### src/rtl/uart_pkg.sv
// uart_pkg: receiver state encoding, oversampling constants and baud divider helper
package uart_pkg;
  localparam int OVERSAMPLE = 16;
  localparam int SAMPLE_MID = 8;
  typedef enum logic [2:0] {
    ST_IDLE,
    ST_START,
    ST_DATA,
    ST_PARITY,
    ST_STOP,
    ST_WAIT_HIGH
  } rx_state_e;
  function automatic int baud_div(input int clk_hz, input int baud);
    return (clk_hz / (baud * OVERSAMPLE) < 1) ? 1 : clk_hz / (baud * OVERSAMPLE);
  endfunction
endpackage

### src/rtl/uart_sync_fifo.sv
// uart_sync_fifo: power-of-two FIFO with registered head data/valid, drop pulse on full push
module uart_sync_fifo #(
  parameter int WIDTH = 8,
  parameter int DEPTH = 16
) (
  input  logic                     clk,
  input  logic                     rst_n,
  input  logic                     i_wr,
  input  logic [WIDTH-1:0]         i_din,
  input  logic                     i_rd,
  output logic [WIDTH-1:0]         o_dout,
  output logic                     o_valid,
  output logic [$clog2(DEPTH):0]   o_level,
  output logic                     o_drop
);
  localparam int AW = $clog2(DEPTH);
  logic [WIDTH-1:0] r_mem [DEPTH];
  logic [AW-1:0]    r_wr_ptr;
  logic [AW-1:0]    r_rd_ptr;
  logic [AW:0]      r_count;
  logic [WIDTH-1:0] r_dout;
  logic             r_valid;
  logic             r_drop;
  logic             w_full;
  logic             w_pop;
  logic             w_push;
  logic             w_bypass;
  logic [AW-1:0]    w_rd_ptr_n;
  logic [AW:0]      w_count_n;
  assign w_full     = r_count == (AW+1)'(DEPTH);
  assign w_pop      = i_rd & r_valid;
  assign w_push     = i_wr & (!w_full | w_pop);
  assign w_rd_ptr_n = r_rd_ptr + AW'(w_pop);
  assign w_count_n  = r_count + (AW+1)'(w_push) - (AW+1)'(w_pop);
  // A push into an otherwise-empty FIFO must reach the head register directly
  assign w_bypass   = w_push & (r_count == (AW+1)'(w_pop));
  always_ff @(posedge clk)
    if (w_push) r_mem[r_wr_ptr] <= i_din;
  always_ff @(posedge clk or negedge rst_n)
    if (!rst_n) begin
      r_wr_ptr <= '0;
      r_rd_ptr <= '0;
      r_count  <= '0;
      r_dout   <= '0;
      r_valid  <= 1'b0;
      r_drop   <= 1'b0;
    end else begin
      r_wr_ptr <= r_wr_ptr + AW'(w_push);
      r_rd_ptr <= w_rd_ptr_n;
      r_count  <= w_count_n;
      r_valid  <= w_count_n != '0;
      r_dout   <= (w_count_n == '0) ? r_dout : w_bypass ? i_din : r_mem[w_rd_ptr_n];
      r_drop   <= i_wr & w_full & !w_pop;
    end
  assign o_dout  = r_dout;
  assign o_valid = r_valid;
  assign o_level = r_count;
  assign o_drop  = r_drop;
endmodule

### src/rtl/uart_rx_fifo.sv
// uart_rx_fifo: 16x-oversampled UART receiver into a FIFO; even parity when UART_RX_PARITY_EN is defined
module uart_rx_fifo
  import uart_pkg::*;
#(
  parameter int CLK_HZ     = 50000000,
  parameter int BAUD       = 115200,
  parameter int FIFO_DEPTH = 16
) (
  input  logic                            clk_clk,
  input  logic                            reset_reset_n,
  input  logic                            uart_rxd,
  output logic [7:0]                      rx_data,
  output logic                            rx_valid,
  input  logic                            rx_ready,
  output logic [$clog2(FIFO_DEPTH):0]     fifo_level,
  output logic                            frame_err,
  output logic                            overrun
);
  localparam int DIV = baud_div(CLK_HZ, BAUD);
  localparam int DW  = DIV > 1 ? $clog2(DIV) : 1;
  rx_state_e r_state, w_state_n;
  logic          r_rxd_s1, r_rxd_s2, r_rxd_q;
  logic [1:0]    r_flush;
  logic [DW-1:0] r_div;
  logic [3:0]    r_tick, w_tick_n;
  logic [2:0]    r_bit, w_bit_n;
  logic [7:0]    r_shift, w_shift_n;
  logic          r_push_pend, r_push;
  logic [7:0]    r_push_data;
  logic          r_frame_err;
  logic          w_rxd, w_fall, w_tick, w_mid, w_sample;
  logic          w_push, w_ferr, w_par_bad;
`ifdef UART_RX_PARITY_EN
  localparam rx_state_e AFTER_DATA = ST_PARITY;
  logic r_par_err, w_par_err_n;
  always_ff @(posedge clk_clk or negedge reset_reset_n)
    if (!reset_reset_n) r_par_err <= 1'b0;
    else r_par_err <= w_par_err_n;
  assign w_par_bad = r_par_err;
`else
  localparam rx_state_e AFTER_DATA = ST_STOP;
  assign w_par_bad = 1'b0;
`endif
  assign w_rxd    = r_rxd_s2;
  // r_rxd_q only reports high once the synchronizer holds real line samples, so a line
  // that is already low when reset releases is not mistaken for a start edge
  assign w_fall   = r_rxd_q & !w_rxd;
  assign w_tick   = r_div == DW'(DIV - 1);
  assign w_mid    = w_tick && r_tick == 4'(SAMPLE_MID - 1);
  assign w_sample = w_tick && r_tick == 4'(OVERSAMPLE - 1);
  always_comb begin
    w_state_n = r_state;
    w_tick_n  = w_tick ? r_tick + 4'd1 : r_tick;
    w_bit_n   = r_bit;
    w_shift_n = r_shift;
    w_push    = 1'b0;
    w_ferr    = 1'b0;
`ifdef UART_RX_PARITY_EN
    w_par_err_n = r_par_err;
`endif
    case (r_state)
      ST_IDLE: begin
        w_tick_n = '0;
        if (w_fall) w_state_n = ST_START;
      end
      ST_START:
        if (w_mid) begin
          w_tick_n  = '0;
          w_bit_n   = '0;
          w_state_n = w_rxd ? ST_IDLE : ST_DATA;
        end
      ST_DATA:
        if (w_sample) begin
          w_tick_n  = '0;
          w_shift_n = {w_rxd, r_shift[7:1]};
          w_bit_n   = r_bit + 3'd1;
          w_state_n = (r_bit == 3'd7) ? AFTER_DATA : ST_DATA;
        end
`ifdef UART_RX_PARITY_EN
      ST_PARITY:
        if (w_sample) begin
          w_tick_n    = '0;
          w_par_err_n = ^{r_shift, w_rxd};
          w_state_n   = ST_STOP;
        end
`endif
      ST_STOP:
        if (w_sample) begin
          w_tick_n  = '0;
          w_state_n = w_rxd ? ST_IDLE : ST_WAIT_HIGH;
          w_push    = w_rxd & !w_par_bad;
          w_ferr    = !w_rxd | w_par_bad;
        end
      ST_WAIT_HIGH:
        if (w_rxd) w_state_n = ST_IDLE;
      default: w_state_n = ST_IDLE;
    endcase
  end
  always_ff @(posedge clk_clk or negedge reset_reset_n)
    if (!reset_reset_n) begin
      r_rxd_s1    <= 1'b1;
      r_rxd_s2    <= 1'b1;
      r_rxd_q     <= 1'b0;
      r_flush     <= '0;
      r_state     <= ST_IDLE;
      r_div       <= '0;
      r_tick      <= '0;
      r_bit       <= '0;
      r_shift     <= '0;
      r_push_pend <= 1'b0;
      r_push      <= 1'b0;
      r_push_data <= '0;
      r_frame_err <= 1'b0;
    end else begin
      r_rxd_s1    <= uart_rxd;
      r_rxd_s2    <= r_rxd_s1;
      r_rxd_q     <= r_rxd_s2 & r_flush[1];
      r_flush     <= {r_flush[0], 1'b1};
      r_state     <= w_state_n;
      r_div       <= (r_state == ST_IDLE || w_tick) ? '0 : r_div + DW'(1);
      r_tick      <= w_tick_n;
      r_bit       <= w_bit_n;
      r_shift     <= w_shift_n;
      r_push_pend <= w_push;
      r_push      <= r_push_pend;
      r_push_data <= w_push ? r_shift : r_push_data;
      r_frame_err <= w_ferr;
    end
  uart_sync_fifo #(
    .WIDTH (8),
    .DEPTH (FIFO_DEPTH)
  ) u_fifo (
    .clk     (clk_clk),
    .rst_n   (reset_reset_n),
    .i_wr    (r_push),
    .i_din   (r_push_data),
    .i_rd    (rx_ready),
    .o_dout  (rx_data),
    .o_valid (rx_valid),
    .o_level (fifo_level),
    .o_drop  (overrun)
  );
  assign frame_err = r_frame_err;
endmodule

### config.mk
export PLATFORM = sky130hd
export DESIGN_NAME = uart_rx_fifo
export DESIGN_NICKNAME = d
export VERILOG_FILES = /design/src/rtl/uart_pkg.sv /design/src/rtl/uart_sync_fifo.sv /design/src/rtl/uart_rx_fifo.sv
export SDC_FILE = /design/constraint.sdc
export NUM_CORES = 1
export LEC_CHECK = 0
export ABC_AREA = 1
export BUFFER_PORTS_ARGS = -buffer_cell sky130_fd_sc_hd__buf_4
export CORE_MARGIN = 5
export CORE_UTILIZATION = 40
export DETAILED_ROUTE_END_ITERATION = 7
export GPL_ROUTABILITY_DRIVEN = 0
export GPL_TIMING_DRIVEN = 1
export HOLD_SLACK_MARGIN = 0.1
export PLACE_DENSITY_LB_ADDON = 0.12
export SLEW_MARGIN = 25
export SYNTH_ARGS = -nofsm -noshare
export SYNTH_HDL_FRONTEND = slang
export SYNTH_HIERARCHICAL = 1
export SYNTH_SLANG_ARGS = --single-unit
### constraint.sdc
create_clock -name clk_clk -period 2.5 [get_ports clk_clk]
set_input_delay 0.5 -clock clk_clk [delete_from_list [all_inputs] [get_ports clk_clk]]
set_output_delay 0.5 -clock clk_clk [all_outputs]
set_load 0.05 [all_outputs]
* Word-level counts from Yosys, hierarchy flattened *
Memory sizes are Yosys's and may differ from the RTL's.
Index checks and enable logic that the tools add are counted.

word-level totals
  output and inout port bits = 16
  memories = 1
  input bits = 4
  logic and storage cells = 88
  register bits = 62
  bits in writable memories = 128

operators by class
  add/sub/neg operators = 7
  bitwise gates (word level) = 8
  multiplexer cells = 24
  reduce and logical (&&, ||, !) cells = 14
  equality and inequality tests = 15

memories
  name          depth  bits a word  rd ports  clocked after Yosys merged registers in  write ports  RTL line              text
  u_fifo.r_mem  16     8            1         0                                        1            uart_sync_fifo.sv:17  logic [WIDTH-1:0] r_mem [DEPTH];

operators by type and width
  operator               count
  $mux W3                9
  $pmux W3 S5            1
  $mux W4                3
  $pmux W4 S3            1
  $eq A5 B5 Y1 const B   2
  $ne A2 B2 Y1 const B   5
  $eq A3 B3 Y1 const B   3
  $add A4 B1 Y4          2
  $mux W8                1
  $and A1 B1 Y1          7
  $mux W1                6
  $pmux W3 S2            1
  $add A5 B1 Y5          1
  $add A5 B1 Y5 const B  1
  $eq A5 B1 Y1           1
  $logic_not A5 Y1       1
  $mux W5                1
  $reduce_and A5 Y1      1
  $reduce_bool A5 Y1     1
  $sub A5 B1 Y5          1
  $add A4 B1 Y4 const B  1
  $eq A4 B3 Y1 const B   1
  $eq A4 B4 Y1 const B   1
  $add A3 B1 Y3 const B  1
  12 further kinds       15

* Logic depth before layout (Yosys ltp) *
Gate-level depths: netlist (run 1).

  word-level depth = 7
  depth in mapped cells = 17
  gate-level depth less buffers = 16

* Cells and area by module *
The synthesis (run 1) kept the hierarchy.

modules (own cells, without submodules)
  module          times used  cells each  area an instance (µm²)  seq. area each (µm²)
  uart_sync_fifo  1           648         6632.6                  4419.2
  uart_rx_fifo    1           205         1814.2                  978.4

* Worst setup path after synthesis (run 1) *
Ideal clock, no wire load.

  path type = register to register
  start = register u_fifo.r_count[2], in the netlist u_fifo/o_level[2]
  end = register u_fifo.r_dout[2], in the netlist u_fifo/o_dout[2]
  buffers on the path = 1
  library setup time = 0.118 ns
  required time = 2.382 ns
  stages on the path, launching flop included = 18
  path slack = -0.615 ns
  period minus slack after synthesis = 3.115 ns
  data arrival time = 2.997 ns
  path through = dfrtp_1 inv_1 ha_1 inv_1 nor3_1 nor2_1 ha_1 inv_1 fa_1 inv_1 or2_1 nor2_1 nand3_1 nor2_2 buf_4 nor2_1 nand2_1 nand2_1

on the way
  longest elaborated chain between the ends = 7
  elaborated cells on any way between the ends = 10
  those cells by class = add/sub: 2; eq/ne: 2; mux: 1; bitwise: 3; reduce/logical: 2

RTL lines
  what                     RTL line              text
  start, declared          uart_sync_fifo.sv:20  logic [AW:0] r_count;
  start signal, assigned   uart_sync_fifo.sv:50  r_count <= w_count_n;
  $eq A5 B5 Y1             uart_sync_fifo.sv:30  assign w_full = r_count == (AW+1)'(DEPTH);
  $logic_not A1 Y1         uart_sync_fifo.sv:32  assign w_push = i_wr & (!w_full | w_pop);
  $or A1 B1 Y1             uart_sync_fifo.sv:32
  $and A1 B1 Y1            uart_sync_fifo.sv:32
  $add A5 B1 Y5            uart_sync_fifo.sv:34  assign w_count_n = r_count + (AW+1)'(w_push) - (AW+1)'(w_pop);
  $sub A5 B1 Y5            uart_sync_fifo.sv:34
  net u_fifo.w_count_n[1]  uart_sync_fifo.sv:29  logic [AW:0] w_count_n;
  $logic_not A5 Y1         uart_sync_fifo.sv:52  r_dout <= (w_count_n == '0) ? r_dout : w_bypass ? i_din : r_mem[w_rd_ptr_n];
  end signal, assigned     uart_sync_fifo.sv:52
  end, declared            uart_sync_fifo.sv:21  logic [WIDTH-1:0] r_dout;

The timed path passes the listed nets, and every way through them passes these cells.
A chain may end at the register's enable or synchronous reset.

* Worst setup path after layout (run 1) *
  start = register u_fifo.r_count[0], in the netlist u_fifo/o_level[0]
  end = register u_fifo.r_dout[4], in the netlist u_fifo/o_dout[4]

on the way
  longest elaborated chain between the ends = 7
  elaborated cells on any way between the ends = 10
  those cells by class = add/sub: 2; eq/ne: 2; mux: 1; bitwise: 3; reduce/logical: 2

RTL lines
  what                     RTL line
  $eq A5 B5 Y1             uart_sync_fifo.sv:30
  $logic_not A1 Y1         uart_sync_fifo.sv:32
  $or A1 B1 Y1             uart_sync_fifo.sv:32
  $and A1 B1 Y1            uart_sync_fifo.sv:32
  $add A5 B1 Y5 (*)        uart_sync_fifo.sv:34
  $sub A5 B1 Y5 (*)        uart_sync_fifo.sv:34
  net u_fifo.w_count_n[1]  uart_sync_fifo.sv:29
  $logic_not A5 Y1 (*)     uart_sync_fifo.sv:52

The timed path passes the listed nets; every way through them passes the cells marked *.

==> results.md, run 1 <==
* Outcome: finished, final reports clean
* CTS tree: done
* Final setup TNS at 0 ns
* Final Cycle Share at 99.6%
* Post-layout minimum cycle time at 2.49 ns
* Post-synth top cells: nand2_1, edfxtp_1, inv_1, nand3_1, dfrtp_1
* Crit path cell chain: inv_1 > nand3_1 > nor3_4 > nor2_4 > ha_4 > inv_2 > fa_1 > inv_1 > or2_1 > nor2_1 > nand3_1 > nor2_4 > buf_6 > nor2_1 > nand2_1 > nand2_1
* Unique masters post-synth at 36
* Post-synth net total at 874
* Top cells by area, synth: edfxtp_1, dfrtp_1, nand2_1, nand3_1, inv_1
* Worst-Margin Slew at 0.819 ns
* Final Setup Violations at 0
* DP HPWL at 12100 µm
* Max-slew violations at 0
* Routed wire length at 18700 µm
* Max-cap viol count at 0
* Required @ worst endpoint at 2.82 ns
* Worst Setup End Kind: flip-flop
* Xor and xnor area share after synthesis at 1.51%
* GRT Overall Usage at 16.3%
* Die ar. at 24100 µm²
* Largest family of logic cells by synthesized area: simple AND/OR/NAND/NOR gates
* Fmax at 402 MHz
* Worst path arrival time at 2.81 ns
* Synth Area in Adders at 2.61%
* R2R cell count at 16
* Layout cell share with drive strength beyond 1 at 15.6%
* PortBufs at 19
* CP max stage delay at 0.49 ns
* Post-route DRC at 0
* Clock sink count at 190
* Final-stage net count at 936
* Post-synth ARST share at 32.6%
* Post-synth top area share at 45.5%
* Hold_ws at 0.130 ns
* EDFF count, synth at 128
* Area grow syn2layout at 17.6%
* Critical R2R Launch: u_fifo/o_level[0]$_DFF_PN0_
* Gate Count Post-Synth at 853
* Vias post-DR at 5692
* Ports at 20
* Vias/cell at 4.73
* Crit path max-delay family: simple AND/OR/NAND/NOR gates
* Initial antenna violation count at 0
* Largest net degree at the start of global routing at 63
* Mean Syn Cell Area at 9.90 µm²
* Clk pin slew, worst setup/hold paths at 0.07 ns
* Register Area at 5400 µm²
* Die Span Y at 155 µm
* Power density cells at 1150 nW/µm²
* Mux cell area share after synthesis at 0%
* Crit path buf inv count at 4
* Area taken by multi-input logic gates at 2570 µm²
* Drt first pass iters at 5
* RSZ-0062 raised after global routing: true
* Worst VDD drop at 0.509 mV
* Slowest-stage cell, CP: fa_1
* Cell Rows at 53
* Detailed Route Iter0 Violations at 380
* Starting Density at 40.4%
* Most common cell in the netlist: nand2_1
* Area leader, netlist: edfxtp_1
* Register area share after synthesis at 63.9%
* Synth Area in Simple Gates at 24.4%
* Post-CTS Hold Buffers at 0
* H-tree levels at 4
* Core ar. at 20900 µm²
* Clock Tree Buf Depth at 2
* Post-synthesis compound-gate area fraction at 0.948%
* HP Class: input port to async pin
* CTS Buf Count at 17
* Hold Vio Cnt, Final at 0
* Warnings, synthesis at 6
* Post-synth top flop: edfxtp_1
* Antenna diodes at 0
* Synthesized flop and latch total at 190
* Critical Path Start Type: flip-flop
* Clk Tree Root Cell: clkbuf_16
* DRT antenna net count at 0
* RR Endpoint: u_fifo/o_dout[4]$_DFFE_PN0P_
* Post-Route Skew at 0.0130 ns
* Die X-Extent at 155 µm
* Drt wl/cell at 15.6 µm
* Maximum fanout along the worst path at 5
* Later-pin clock latency in the skew report at 0.43 ns
* Relative slew slack at 45.4%
* Fillers at 1935
* Crit path kind: flip-flop to flip-flop
* Synthesized area at 8450 µm²
* Vias in the first global route at 5425
* Grt ovf at 0
* Static Leak at 4.62 nW
* First-pass GRT wire length at 30200 µm
* R2r setup slk at 0.01 ns
## per-layer routing
metal / track usage, % / wire [µm] / part of all wire (%) / vias to the layer above
met5: 0 / 0 / 0 / -
met1: 22.7 / 8670 / 46 / 2710
met4: 4.75 / 207 / 1.1 / 0
met2: 26.6 / 9210 / 49 / 93
met3: 2.87 / 643 / 3.4 / 13
li1: - / - / - / 2876
## where the power goes
part	internal [mW]	total [mW]	switching (mW)
combinational	1.75	4.95	3.20
clock	1.56	2.73	1.17
sequential	3.55	3.71	0.164
## registers in the layout, indices dropped and copies added, names as in the netlist
| signal | count |
|---|---|
| u_fifo/r_mem | 128 |
| r_push_data | 8 |
| r_shift | 8 |
| u_fifo/o_dout | 8 |
| r_div | 5 |
| u_fifo/o_level | 5 |
| r_tick | 4 |
| u_fifo/r_rd_ptr | 4 |
| u_fifo/r_wr_ptr | 4 |
| r_bit | 3 |
| r_state | 3 |
| r_flush | 2 |
| frame_err | 1 |
| r_push | 1 |
| r_push_pend | 1 |
| r_rxd_q | 1 |
| r_rxd_s1 | 1 |
| r_rxd_s2 | 1 |
| u_fifo/o_drop | 1 |
| u_fifo/o_valid | 1 |
## through the flow
stage          power (mW)  std cells  setup WS, ns  cell area (µm²)  util [%]
2_1_floorplan        6.85        853        -0.290             8480         -
3_3_place_gp         8.61       1164        -0.238             9220      44.2
3_5_place_dp         8.63       1164        -0.283             9220      44.2
4_1_cts              11.5       1199       0.00489             9880      47.3
5_1_grt              12.2       1203        -0.125             9930      47.6
6_report             11.4       1203        0.0108             9930      47.6
## how the worst max path moves through the flow
stage / start / cells after the start / endpoint
detailed placement: rx_ready / 17 / u_fifo/o_dout[6]$_DFFE_PN0P_
floorplan: u_fifo/o_level[2]$_DFF_PN0_ / 17 / u_fifo/o_dout[2]$_DFFE_PN0P_
CTS: u_fifo/o_level[2]$_DFF_PN0_ / 17 / u_fifo/o_dout[5]$_DFFE_PN0P_
global route: u_fifo/o_level[0]$_DFF_PN0_ / 16 / u_fifo/o_dout[5]$_DFFE_PN0P_
global placement: rx_ready / 17 / u_fifo/o_dout[4]$_DFFE_PN0P_
finish: u_fifo/o_level[0]$_DFF_PN0_ / 16 / u_fifo/o_dout[4]$_DFFE_PN0P_
## cells by family after synthesis
kind of cell / after synthesis
adder cells (fa/ha/maj): 17
other: 1
flip-flops: 190
XOR/XNOR: 12
buffers and inverters: 140
AO/OA/AOI/OAI: 16
AND/OR/NAND/NOR: 477
## cells in the final DEF, fill, tap and decap left out, types with 2 or more instances in the layout
master / Yosys / layout
a21oi_1: 4 / 4
buf_12: 0 / 5
buf_4: 2 / 60
buf_6: 1 / 2
clkbuf_1: 13 / 2
clkbuf_16: 0 / 20
clkinv_2: 1 / 3
dfrtp_1: 60 / 56
dfrtp_2: 0 / 4
dfstp_2: 2 / 2
edfxtp_1: 128 / 128
ha_1: 16 / 12
ha_4: 0 / 3
inv_1: 110 / 104
inv_2: 4 / 8
inv_4: 0 / 4
inv_6: 0 / 3
nand2_1: 293 / 292
nand2_2: 4 / 5
nand3_1: 107 / 107
nand3_2: 5 / 5
nand3b_1: 3 / 3
nand4_1: 6 / 6
nor2_1: 48 / 44
nor2_2: 3 / 5
nor2_4: 1 / 3
nor3_4: 2 / 3
o21ai_0: 3 / 3
o21ai_1: 9 / 9
xnor2_1: 5 / 5
xnor2_2: 2 / 2
xor2_1: 4 / 4
## final cells by class
| cell class | instances | share of cell area (%) |
|---|---|---|
| inverters | 115 | 4.41 |
| clock buffers | 22 | 5.11 |
| multi-input cells | 523 | 25.8 |
| flip-flops and latches | 190 | 54.4 |
| repair buffers | 68 | 5.82 |
| well taps | 275 | 3.46 |
| clock inverters | 10 | 0.957 |
## repair_timing
| action | CTS | global route |
|---|---|---|
| buffers inserted | 2 | 4 |
| pin swaps | 5 | 13 |
| gates cloned | 1 | 0 |
| gates resized for setup | 7 | 7 |
| endpoints found under the setup margin | 8 | 9 |
Note: power is estimated with default switching activity, not from simulation.
==> inputs of run 2 (changes only) <==
Settings changed: SETUP_SLACK_MARGIN set to 0.05, TNS_END_PERCENT set to 20.
==> run 2 against run 1 <==
Against the previous run:
- die area stayed put
- count of clock-buffer cells in the layout did not move
- cell count is 0.33% lower
- first-iteration DRC count rose by 6.8%
- utilization fell by 0.43 points
- worst hold slack improved by 0.024 ns
- non-clock buffer count shrank 4
- critical endpoint is now u_fifo/o_dout[3]$_DFFE_PN0P_
- worst setup slack lost 0.0059 ns
- register-to-register slack hardly changed
- power decreased by 2.4%
- routed wire length increased by 1.1%
==> results.md, run 2 (synthesized netlist as in run 1, its figures left out) <==
* Final Cycle Share at 99.8%
* Max-cap viol count at 0
* Placed Area at 9220 µm²
* Crit path kind: flip-flop to flip-flop
* Vias in the first global route at 5467
* Static Leak at 4.59 nW
* Die ar. at 24100 µm²
* Cell Rows at 53
* CTS tree: done
* Largest Register: u_fifo/r_mem
* DRT antenna net count at 0
* Vias post-DR at 5664
* Non-Filler Instances at 1199
* Die Span Y at 155 µm
* Ports at 20
* Layout cell share with drive strength beyond 1 at 15.2%
* DP HPWL at 12100 µm
* Maximum fanout along the worst path at 7
* Power density cells at 1130 nW/µm²
* HP Class: input port to async pin
* Antenna diodes at 0
* Clk Tree Root Cell: clkbuf_16
* Relative slew slack at 46.2%
* H-tree levels at 4
* Hold_ws at 0.154 ns
* PortBufs at 19
* Worst path arrival time at 2.82 ns
* Starting Density at 40.4%
* Most common cell after layout, fill and taps aside: nand2_1
* Critical R2R Launch: u_fifo/o_level[2]$_DFF_PN0_
* RR Endpoint: u_fifo/o_dout[3]$_DFFE_PN0P_
* Net Sw Power at 4.51 mW
* Hold Vio Cnt, Final at 0
* Largest net degree at the start of global routing at 63
* Max FFs per register at 128
* Cells after DPL at 1162
* Final-stage net count at 932
* Clock Tree Buf Depth at 2
* Clk pwr share at 22.4%
* Later-pin clock latency in the skew report at 0.43 ns
* Clock sink count at 190
* Grt ovf at 0
* Worst VDD drop at 0.641 mV
* GRT Overall Usage at 16.5%
* Initial antenna violation count at 0
* R2R cell count at 17
* First-pass GRT wire length at 30400 µm
* Core ar. at 20900 µm²
* Origin of the worst setup path: u_fifo/o_level[2]$_DFF_PN0_
* Die X-Extent at 155 µm
* Outcome: finished, final reports clean
* Required @ worst endpoint at 2.83 ns
* Max-slew violations at 0
* Tot Pwr at 11.1 mW
* Sequential share of power at 33.3%
* Fmax at 401 MHz
* Area grow syn2layout at 16.5%
* Setup crit end: u_fifo/o_dout[3]$_DFFE_PN0P_
* Internal power at 6.61 mW
* Worst-Margin Slew at 0.808 ns
* Drt wl/cell at 15.8 µm
* Post-route DRC at 0
* Final Setup Violations at 0
* RSZ-0062 raised after global routing: true
* Clk pin slew, worst setup/hold paths at 0.07 ns
* Detailed Route Iter0 Violations at 406
* Critical Path Start Type: flip-flop
* Post-layout minimum cycle time at 2.50 ns
* R2r setup slk at 0.005 ns
* CTS Buf Count at 17
* Finished Cell Area at 9840 µm²
* Drt first pass iters at 5
* Worst Setup End Kind: flip-flop
* Logic pwr share at 44.4%
* Vias/cell at 4.72
* Routed wire length at 18900 µm
* Most frequent cells in the layout: nand2_1, edfxtp_1, nand3_1
* Post-Route Skew at 0.0106 ns
* Sw frac at 40.5%
[run 2: cell count changes in the layout (fill, tap and decap cells not counted), moves of 2 or more]
cell and change:
nor2_1 +3, clkbuf_16 -3, buf_12 +2, clkbuf_8 +3
nor2_2 -2, inv_2 +2, inv_6 -2, buf_4 -6
clkinv_2 +3
[run 2: worst min path at each step]
stage	endpoint	depth (start not counted)
CTS	r_rxd_s1$_DFF_PN1_	1
detailed placement	r_flush[1]$_DFF_PN0_	0
global route	r_rxd_s1$_DFF_PN1_	1
global placement	r_flush[1]$_DFF_PN0_	0
finish	u_fifo/o_level[3]$_DFF_PN0_	1
floorplan	frame_err$_DFF_PN0_	0
[run 2: per-stage QoR]
step	setup slack (ns)	TNS (ns)	utilization [%]
4_1_cts	-0.00365	-0.00365	47.1
6_report	0.00490	0	47.1
3_5_place_dp	-0.274	-2.31	44.1
5_1_grt	-0.181	-1.24	47.1
3_3_place_gp	-0.255	-2.09	44.1
2_1_floorplan	-0.292	-2.09	-
[run 2: area by class of cell]
type | instances | area, µm²
Clock inverter | 10 | 61.3
Tap cell | 275 | 344
Fill cell | 1974 | 11000
Inverter | 115 | 433
Timing Repair Buffer | 64 | 573
Clock buffer | 22 | 475
Sequential cell | 190 | 5400
Multi-Input combinational cell | 523 | 2550
[run 2: critical path, stage by stage (launching register included)]
cell     delay, ns
dfrtp_2       0.37
inv_2         0.05
ha_4          0.15
inv_2         0.06
nor3_2        0.05
nor2_2        0.15
ha_4          0.16
inv_2         0.03
fa_1          0.46
inv_1         0.04
or2_1         0.20
nor2_1        0.10
nand3_1       0.11
nor2_4        0.15
buf_6         0.14
nor2_1        0.04
nand2_1       0.06
nand2_1       0.05
[run 2: layer usage]
| layer | track usage [%] | wire length, µm | vias up |
|---|---|---|---|
| met1 | 22.8 | 8930 | 2713 |
| met2 | 26.6 | 9160 | 78 |
| li1 | - | - | 2856 |
| met3 | 3.50 | 610 | 17 |
| met5 | 0 | 0 | - |
| met4 | 4.25 | 248 | 0 |
[run 2: repair_timing]
item | in CTS | in global routing
pin swaps | 6 | 1
setup endpoints to repair | 9 | 9
setup buffers | 4 | 0
hold buffers | 0 | 0
resized for setup | 9 | 2
cloned | 1 | 0
[run 2: power by group through the flow]
stage          registers [mW]  clock network [mW]  logic (mW)
5_1_grt                  3.73                2.70        5.43
3_5_place_dp             3.76                   0        4.86
6_report                 3.70                2.49        4.94
3_3_place_gp             3.77                   0        4.85
4_1_cts                  3.70                2.56        4.98
2_1_floorplan            4.12                   0        2.69
==> inputs of run 3 (changes only) <==
Settings changed: ABC_AREA 1 to not set, HOLD_SLACK_MARGIN 0.1 to 0.06, SKIP_LAST_GASP set to 1.
==> run 3 against run 2 <==
Against the previous run:
- clock skew fell by 0.0012 ns
- die area shrank 5.0%
- worst hold slack gained 0.011 ns
- fmax is 12% lower
- cell count decreased by 34%
- non-clock buffer count up 10
- largest cell class unchanged
- global-route usage down 1.9 points
- the flow now finishes with violations (negative setup slack)
==> results.md, run 3 <==
* Clk pwr share at 30.0%
* Die ar. at 22900 µm²
* Placement Setup Slack at -0.635 ns
* Required @ worst endpoint at 2.82 ns
* R2r setup slk at -0.34 ns
* Register Area at 5400 µm²
* H-tree levels at 4
* Placed Area at 8890 µm²
* Critical Path Start Type: flip-flop
* Finished Cell Area at 9550 µm²
* Final Cycle Share at 114%
* Most common cell after layout, fill and taps aside: edfxtp_1
* Met1 usage at 20.4%
* Worst path arrival time at 3.16 ns
* CTS tree: done
* Synthesized flop and latch total at 190
* Most frequent cells in the layout: edfxtp_1, buf_4, dfrtp_1
* Vias post-DR at 4023
* Maximum fanout along the worst path at 5
* Relative slew slack at 56.9%
* Die X-Extent at 151 µm
* Largest net degree at the start of global routing at 43
* Top Usage Layer GRT: met2
* Cell Rows at 51
* Critical R2R Launch: u_fifo/o_level[3]$_DFF_PN0_
* Worst VDD drop at 0.508 mV
* HP Class: input port to flip-flop
* Post-route DRC at 0
* Fmax at 352 MHz
* Post-layout minimum cycle time at 2.84 ns
* Failing checks: negative setup slack
* Mean Syn Cell Area at 18.4 µm²
* Drt wl/cell at 19.2 µm
* Ports at 20
* Post-Route Skew at 0.00938 ns
* Area taken by multi-input logic gates at 2510 µm²
* Post-synth top flop: edfxtp_1
* GR Layer Usage met2 at 22.7%
* Post-synth ARST share at 32.6%
* Logic pwr share at 30.2%
* Area leader, netlist: edfxtp_1
* Final-stage net count at 534
* Crit path kind: flip-flop to flip-flop
* Top cells by area, synth: edfxtp_1, dfrtp_1, mux4_1, mux2_2, mux2i_1
* Fillers at 1648
* Power density cells at 939 nW/µm²
* Internal power at 6.20 mW
* Static Leak at 4.25 nW
* Worst-Margin Slew at 0.646 ns
* Max FFs per register at 128
* Layout cell share with drive strength beyond 1 at 32.1%
* Hold Vio Cnt, Final at 0
* Origin of the worst setup path: u_fifo/o_level[3]$_DFF_PN0_
* Drt first pass iters at 4
* Warnings, synthesis at 6
* Cells after DPL at 757
* Routing usage on met3 at 2.81%
* CTS Buf Count at 17
* Postcts setup bufs at 0
* Clk pin slew, worst setup/hold paths at 0.08 ns
* Sequential share of power at 39.9%
* Routed wire length at 15200 µm
* Clk Tree Root Cell: clkbuf_16
* GRT Overall Usage at 14.5%
* RR Endpoint: u_fifo/o_dout[1]$_DFFE_PN0P_
* EDFF count, synth at 128
* Max-cap viol count at 0
* First-pass GRT wire length at 24200 µm
* Worst Setup End Kind: flip-flop
* Vias in the first global route at 4160
* Starting Density at 40.8%
* Most common cell in the netlist: edfxtp_1
* DRT antenna net count at 0
* Final Setup Violations at 9
* Outcome: finished with violations
* Post-synth top cells: edfxtp_1, dfrtp_1, mux4_1, mux2_2, mux2i_1
* Max-slew violations at 0
* Gate Count Post-Synth at 435
* Post-synth top area share at 48.1%
* Setup crit end: u_fifo/o_dout[1]$_DFFE_PN0P_
* Largest Register: u_fifo/r_mem
* DP HPWL at 10400 µm
* Unique masters post-synth at 51
* Sw frac at 30.9%
* Final setup TNS at -2.76 ns
* Synthesized area at 8000 µm²
* Core ar. at 19600 µm²
* Later-pin clock latency in the skew report at 0.43 ns
* Initial antenna violation count at 0
* Vias/cell at 5.09
* Net Sw Power at 2.77 mW
* Worst setup margin at -0.344 ns
* Register area share after synthesis at 67.5%
* Non-Filler Instances at 791
* Final core occ at 48.8%
* Clock Tree Buf Depth at 2
* Clock sink count at 190
* Die Span Y at 151 µm
* PortBufs at 19
* Grt ovf at 0
* Area grow syn2layout at 19.4%
* Antenna diodes at 0
* Detailed Route Iter0 Violations at 300
* RSZ-0062 raised after global routing: true
* R2R cell count at 13
* Post-synth net total at 456
## run 3: cell types whose count changed after synthesis, sizes merged, moves of 5 or more
cell	previous run	this run
nand2	298	11
nand3	112	7
inv	114	15
mux2	0	35
mux4	0	32
nor2	53	25
mux2i	0	26
o21ai	12	3
clkbuf	14	8
nand2b	0	5
## run 3: metal layers
metal | share of wire (%) | vias up
met1 | 48 | 2089
met3 | 2.7 | 19
met2 | 47 | 63
met4 | 1.8 | 0
met5 | 0 | -
li1 | - | 1852
## run 3: kinds of logic (layout without fill, tap and decap cells)
kind of cell | count (synthesis) | after routing | synth area share [%]
buffers and inverters | 31 | 121 | 2.07
and+or+nand+nor | 75 | 75 | 5.43
other | 1 | 1 | 0.0469
xor gates and xnor gates | 13 | 13 | 1.89
muxes | 93 | 93 | 19.1
AOI/OAI and AO/OA | 15 | 16 | 1.24
DFF | 190 | 190 | 67.5
adders and majority gates | 17 | 17 | 2.75
## run 3: cell type report
cell class,instances,share of cell area (%)
clock buffers,17,4.45
clock inverters,15,1.87
inverters,15,0.589
multi-input cells,215,26.3
flip-flops and latches,190,56.5
well taps,265,3.47
repair buffers,74,6.76
## run 3: worst min-delay path by stage
stage          cells after the start            startpoint              endpoint  slack [ns]
2_1_floorplan                      0         reset_reset_n   frame_err$_DFF_PN0_        0.20
4_1_cts                            1              uart_rxd    r_rxd_s1$_DFF_PN1_        0.15
3_5_place_dp                       0    r_rxd_s1$_DFF_PN1_    r_rxd_s2$_DFF_PN1_        0.35
3_3_place_gp                       0  r_flush[0]$_DFF_PN0_  r_flush[1]$_DFF_PN0_        0.35
5_1_grt                            1              uart_rxd    r_rxd_s1$_DFF_PN1_        0.14
6_report                           1              uart_rxd    r_rxd_s1$_DFF_PN1_        0.17
## run 3: critical path, cell delays in order (launching register included)
cell,delay [ns]
dfrtp_2,0.41
inv_2,0.06
ha_2,0.16
nor2b_4,0.14
nand4_1,0.14
and2_4,0.19
ha_4,0.15
inv_2,0.04
fa_1,0.18
nand2b_1,0.13
a21oi_2,0.07
or3_4,0.36
a211o_4,0.39
mux2_4,0.30
## run 3: through the flow
step	hold slack [ns]	total power, mW
2_1_floorplan	0.204	5.28
3_3_place_gp	0.345	6.20
3_5_place_dp	0.352	6.24
4_1_cts	0.145	9.07
5_1_grt	0.142	9.40
6_report	0.165	8.97
## run 3: what timing repair did
item,in CTS,in global routing
hold buffers,1,0
hold endpoints to repair,8,0
cloned,1,0
pin swaps,2,1
gates resized for setup,8,1
setup endpoints to repair,9,9
## run 3: power by group through the flow
stage / clock [mW] / combinational (mW) / sequential [mW]
global route: 2.90 / 2.90 / 3.60
global placement: 0 / 2.55 / 3.64
finish: 2.69 / 2.71 / 3.58
CTS: 2.77 / 2.73 / 3.58
detailed placement: 0 / 2.59 / 3.65
floorplan: 0 / 1.47 / 3.81
